### src/rtl/stepper_pkg.sv
// +-----------------------------------------------------------------------+
// | stepper_pkg: mode encodings, half-step coil table and phase helpers.  |
// | Rev 1.0                                                               |
// +-----------------------------------------------------------------------+
`default_nettype none

package stepper_pkg;

  localparam logic [1:0] MODE_WAVE = 2'd0;
  localparam logic [1:0] MODE_FULL = 2'd1;
  localparam logic [1:0] MODE_HALF = 2'd2;

  // Active-high coil patterns, entry n = half-step phase n (bit0 = A .. bit3 = D)
  localparam logic [7:0][3:0] COIL_TABLE = {
    4'b1001,  // 7 DA
    4'b1000,  // 6 D
    4'b1100,  // 5 CD
    4'b0100,  // 4 C
    4'b0110,  // 3 BC
    4'b0010,  // 2 B
    4'b0011,  // 1 AB
    4'b0001   // 0 A
  };

  localparam logic [3:0] COILS_OFF = 4'b0000;

  typedef enum logic [0:0] {
    ST_IDLE = 1'b0,
    ST_RUN  = 1'b1
  } state_t;

  // Half-steps to the next legal phase: wave wants even idx, full wants odd.
  function automatic logic [1:0] phase_delta(input logic [2:0] idx, input logic [1:0] mode);
    logic [1:0] d;
    case (mode)
      MODE_HALF: d = 2'd1;
      MODE_FULL: d = idx[0] ? 2'd2 : 2'd1;
      default:   d = idx[0] ? 2'd1 : 2'd2;
    endcase
    return d;
  endfunction

endpackage

`default_nettype wire

### src/rtl/step_timer.sv
// +-----------------------------------------------------------------------+
// | step_timer: counts 0..period-1 while enabled, flags the terminal      |
// | count. A period of 0 behaves as 1. Rev 1.0                            |
// +-----------------------------------------------------------------------+
`default_nettype none

module step_timer #(
  parameter int PER_W = 16
) (
  input  logic             clk,
  input  logic             rst,
  input  logic             en,
  input  logic             clr,
  input  logic [PER_W-1:0] period,
  output logic             tc
);

  logic [PER_W-1:0] count;
  logic [PER_W-1:0] last;

  assign last = (period == '0) ? '0 : period - PER_W'(1);
  assign tc   = en && (count == last);

  always_ff @(posedge clk or posedge rst) begin
    if (rst) begin
      count <= '0;
    end else if (clr) begin
      count <= '0;
    end else if (en) begin
      count <= tc ? '0 : count + PER_W'(1);
    end
  end

endmodule

`default_nettype wire

### src/rtl/stepper_sequencer.sv
// +-----------------------------------------------------------------------+
// | stepper_sequencer: wave/full/half-step unipolar stepper controller    |
// | with counted moves, abort, coil gate and position counter. Rev 1.0    |
// +-----------------------------------------------------------------------+
`default_nettype none

module stepper_sequencer
  import stepper_pkg::*;
#(
  parameter int PER_W      = 16,
  parameter int STEP_W     = 16,
  parameter int POS_W      = 24,
  parameter bit ACTIVE_LOW = 1'b1
) (
  input  logic              clk,
  input  logic              rst,
  input  logic              start,
  input  logic              stop,
  input  logic              direction,
  input  logic [1:0]        mode,
  input  logic [PER_W-1:0]  period,
  input  logic [STEP_W-1:0] steps,
  input  logic              coil_en,
  output logic [3:0]        drive,
  output logic              busy,
  output logic              done,
  output logic              aborted,
  output logic              step_pulse,
  output logic [POS_W-1:0]  position
);

  function automatic logic [3:0] to_pins(input logic [3:0] pattern);
    return ACTIVE_LOW ? ~pattern : pattern;
  endfunction

  localparam logic [3:0] OFF_PINS = ACTIVE_LOW ? ~COILS_OFF : COILS_OFF;

  state_t             state;
  state_t             state_d;
  logic               dir_q;
  logic [1:0]         mode_q;
  logic [PER_W-1:0]   per_q;
  logic [STEP_W-1:0]  remaining;
  logic [2:0]         idx;
  logic [2:0]         idx_d;
  logic [POS_W-1:0]   pos_q;
  logic [POS_W-1:0]   pos_d;
  logic [3:0]         drive_q;
  logic [1:0]         delta;
  logic               accept;
  logic               take_step;
  logic               end_move;
  logic               end_abort;
  logic               done_due;
  logic               abort_due;
  logic               timer_en;
  logic               tc;

  assign timer_en = (state == ST_RUN) && coil_en;

  step_timer #(
    .PER_W (PER_W)
  ) u_timer (
    .clk    (clk),
    .rst    (rst),
    .en     (timer_en),
    .clr    (accept),
    .period (per_q),
    .tc     (tc)
  );

  assign delta = phase_delta(idx, mode_q);
  assign idx_d = dir_q ? idx + 3'(delta) : idx - 3'(delta);
  assign pos_d = dir_q ? pos_q + POS_W'(delta) : pos_q - POS_W'(delta);

  always_ff @(posedge clk or posedge rst) begin
    if (rst) begin
      state <= ST_IDLE;
    end else begin
      state <= state_d;
    end
  end

  // stop has priority over both a pending start and a step due this cycle
  always_comb begin
    state_d   = state;
    accept    = 1'b0;
    take_step = 1'b0;
    end_move  = 1'b0;
    end_abort = 1'b0;
    case (state)
      ST_IDLE: begin
        if (start && !stop) begin
          accept = 1'b1;
          if (steps == '0) begin
            end_move = 1'b1;
          end else begin
            state_d = ST_RUN;
          end
        end
      end
      ST_RUN: begin
        if (stop) begin
          state_d   = ST_IDLE;
          end_move  = 1'b1;
          end_abort = 1'b1;
        end else if (tc) begin
          take_step = 1'b1;
          if (remaining == STEP_W'(1)) begin
            state_d  = ST_IDLE;
            end_move = 1'b1;
          end
        end
      end
      default: state_d = ST_IDLE;
    endcase
  end

  always_ff @(posedge clk or posedge rst) begin
    if (rst) begin
      dir_q      <= 1'b1;
      mode_q     <= MODE_WAVE;
      per_q      <= '0;
      remaining  <= '0;
      idx        <= '0;
      pos_q      <= '0;
      drive_q    <= to_pins(COIL_TABLE[0]);
      step_pulse <= 1'b0;
      done_due   <= 1'b0;
      abort_due  <= 1'b0;
      done       <= 1'b0;
      aborted    <= 1'b0;
    end else begin
      step_pulse <= take_step;
      done_due   <= end_move;
      abort_due  <= end_abort;
      done       <= done_due;
      if (accept) begin
        dir_q     <= direction;
        mode_q    <= mode;
        per_q     <= period;
        remaining <= steps;
        aborted   <= 1'b0;
      end else if (abort_due) begin
        aborted <= 1'b1;
      end
      if (take_step) begin
        idx       <= idx_d;
        pos_q     <= pos_d;
        remaining <= remaining - STEP_W'(1);
        drive_q   <= to_pins(COIL_TABLE[idx_d]);
      end
    end
  end

  assign drive    = coil_en ? drive_q : OFF_PINS;
  assign busy     = (state == ST_RUN);
  assign position = pos_q;

endmodule

`default_nettype wire

### config.mk
export PLATFORM = sky130hd
export DESIGN_NAME = stepper_sequencer
export DESIGN_NICKNAME = d
export VERILOG_FILES = /design/src/rtl/stepper_pkg.sv /design/src/rtl/step_timer.sv /design/src/rtl/stepper_sequencer.sv
export SDC_FILE = /design/constraint.sdc
export NUM_CORES = 1
export LEC_CHECK = 0
export ABC_AREA = 0
export ABC_CLOCK_PERIOD_IN_PS = 8700
export BUFFER_PORTS_ARGS = -buffer_cell sky130_fd_sc_hd__buf_4
export CORE_UTILIZATION = 55
export DETAILED_ROUTE_END_ITERATION = 6
export PLACE_DENSITY = 0.86
export SYNTH_ARGS = -nofsm -noshare
export SYNTH_HDL_FRONTEND = slang
export SYNTH_SLANG_ARGS = --single-unit
### constraint.sdc
create_clock -name clk -period 8.7 [get_ports clk]
set_input_delay 0.435 -clock clk [delete_from_list [all_inputs] [get_ports clk]]
set_output_delay 0.435 -clock clk [all_outputs]
set_load 0.02 [all_outputs]
==> run summary <==
status: finished, final reports clean
Clock Path Buffers: 2
CP max stage delay: 580 ps
Gates resized, CTS repair: 0
vias in the first global route: 5137
Required @ worst endpoint: 8950 ps
Post-DP Area: 6690 um2
fin area: 6870 um2
Non-Filler Instances: 874
number of synthesized flops with an enable pin: 0
Synth area leader: dfrtp_1
WL per Instance: 15.9 um
Netlist cell types: 69
number of inserted diodes: 0
prevailing post-synth register cell: dfrtp_1
crit-path cells: inv_1 -> ha_1 -> nand2b_1 -> o31a_1 -> inv_1 -> ha_1 -> or2_2 -> inv_1 -> ha_1 -> o211ai_1 -> o211ai_1 -> or3b_2 -> a211o_1 -> a21oi_1 -> nor2_1 -> o21ai_0 -> xor2_1 -> mux2_2
synth-to-layout area growth: 12.7%
period utilisation layout: 0.537
Fin. Hold Viols: 0
Synth async-reset ratio: 1.00
Chip Width: 107 um
Mapped Area: 6090 um2
setup violators final: 0
clock buffer count from CTS: 9
relative slew slack: 0.224
CTS tree: yes
placed insts: 858
Post-synth top cells: nand2_1 (96), dfrtp_1 (84), a21oi_1 (41), nor2_1 (40), ha_1 (31)
router iterations before antenna repair: 5
hold slack final: 254 ps
input/output buffers: 71
RePlAce Congestion: 0.901
layout cells sized above 1: 0.192
clock sinks: 88
initial antenna violation count: 0
critical path buffer and inverter count: 3
critical path startpoint category: flop
PD cells: 182 nW/um2
Max Cap Viol: 0
number of setup buffers added after CTS: 0
die area: 11500 um2
Synth Register Bits: 88
Power Total: 1250 uW
Hold Buf Count CTS: 0
RSZ-0062 raised after global routing: no
Synth Area per Inst: 9.11 um2
Slew Viols, Final: 0
Root Driver: clkbuf_8
Area contributors post-synth: dfrtp_1 (34%), ha_1 (6.4%), nand2_1 (5.9%)
Worst-path clk slew: 90 ps
Mapped Nets: 742
first-pass GRT wire length: 23.8 mm
Worst Skew: 5.36 ps
post-synthesis sequential area ratio: 0.362
height of the die: 107 um
Hold Crit Class: in -> reg
critical path class: reg -> reg
count leader, synth: nand2_1
peak supply drop: 0.0000984 V
LEAKAGE: 0.00314 uW
All-Layer GR Usage: 0.258
Final ANT Viol Nets: 0
Starting DRT DRC Count: 314
Worst Max-Slew Pin Slew: 1160 ps
via count: 5263
setup_tns: 0 ps
final WL: 13.9 mm
post-route minimum period: 4670 ps
Synth top area share: 0.345
Critical-path top delay cell: inv_1
via/cell ratio: 6.02
Clock Latency Late Sink: 360 ps
Max Clock Freq: 214 MHz
Yosys warning count: 0
final net count: 802
largest net degree at the start of global routing: 89
io pins: 72
Starting Density: 0.562
Largest delay share family, worst path: compound AO/OA/AOI/OAI gates
num rows: 38
worst-path fanout max: 22
H-tree Lvls: 3
grt ovf: 0
DRC violations left: 0
Core ar.: 10800 um2
critical path data arrival time: 4930 ps
Crit. End Element: flop
DP Wirelength: 10.3 mm
Mapped Cells: 669
-- metal layers --
metal	vias up	wire, um	global-route usage
met5	-	0	0
met4	0	215	0.0793
met3	20	684	0.0424
met2	149	6770	0.429
met1	2566	6250	0.346
li1	2528	-	-
-- per-stage QoR --
| stage | util | setup slack [ps] |
|---|---|---|
| after floorplan | - | 4620 |
| after global placement | 0.617 | 4300 |
| final | 0.634 | 4030 |
| after CTS | 0.634 | 4030 |
| after detailed placement | 0.617 | 4060 |
| after global routing | 0.634 | 3630 |
-- registers in the layout, summed over array words and instances (netlist names), 2 cells and up --
name / flops
drive_q: 4
mode_q: 2
per_q: 16
position: 24
remaining: 16
u_timer.count: 16
idx: 3
-- power by group --
group	switching [uW]	internal [uW]
clock	159	113
sequential	51.2	448
combinational	272	205
total	482	767
-- worst paths after layout --
path / start / to / slack [ps] / cells past startpoint
min reg2reg: done_due / done / 370 / 0
min in group asynchronous: rst / position[15] / 410 / 3
max: mode_q[0] / position[21] / 4030 / 18
min: period[6] / per_q[6] / 250 / 3
max reg2reg: mode_q[0] / position[21] / 4030 / 18
max in group asynchronous: rst / per_q[13] / 7590 / 3
-- kinds of logic (layout without fill, tap and decap cells) --
kind of cell,Yosys count,in the layout,synth area share
adders and majority gates,33,33,0.0702
DFF,88,88,0.362
buffers and inverters,56,121,0.0431
and+or+nand+nor,264,264,0.220
xor gates and xnor gates,40,40,0.0597
muxes,54,54,0.0969
AOI/OAI and AO/OA,134,134,0.148
-- worst reg2reg max path: cells and delay by family (launching register included) --
kind	cells	cell delay [ps]
AND/OR/NAND/NOR	4	970
AO/OA/AOI/OAI	6	1320
XOR/XNOR	1	100
multiplexers	1	260
buffers and inverters	3	700
adder cells (fa/ha/maj)	3	830
flip-flops	1	370
-- cells in the final DEF (no fill, tap or decap), types with 12 or more instances in the layout --
master / n
dfrtp_1: 84
nand2b_1: 15
xor2_1: 12
nor2_1: 39
mux2_2: 28
o21ai_0: 20
inv_1: 29
ha_1: 31
nand2_1: 96
nand3_1: 23
mux2i_1: 23
a21oi_1: 41
buf_4: 75
xnor2_1: 27
nor4_1: 14
-- final cells by class --
cell class | count | area (um2)
Fill cell | 879 | 3970
Multi-Input combinational cell | 525 | 3630
Sequential cell | 88 | 2210
Timing Repair Buffer | 75 | 563
Tap cell | 140 | 175
Clock buffer | 11 | 141
Inverter | 30 | 114
Clock inverter | 5 | 40.0
Power figures use the tool's default switching activity.
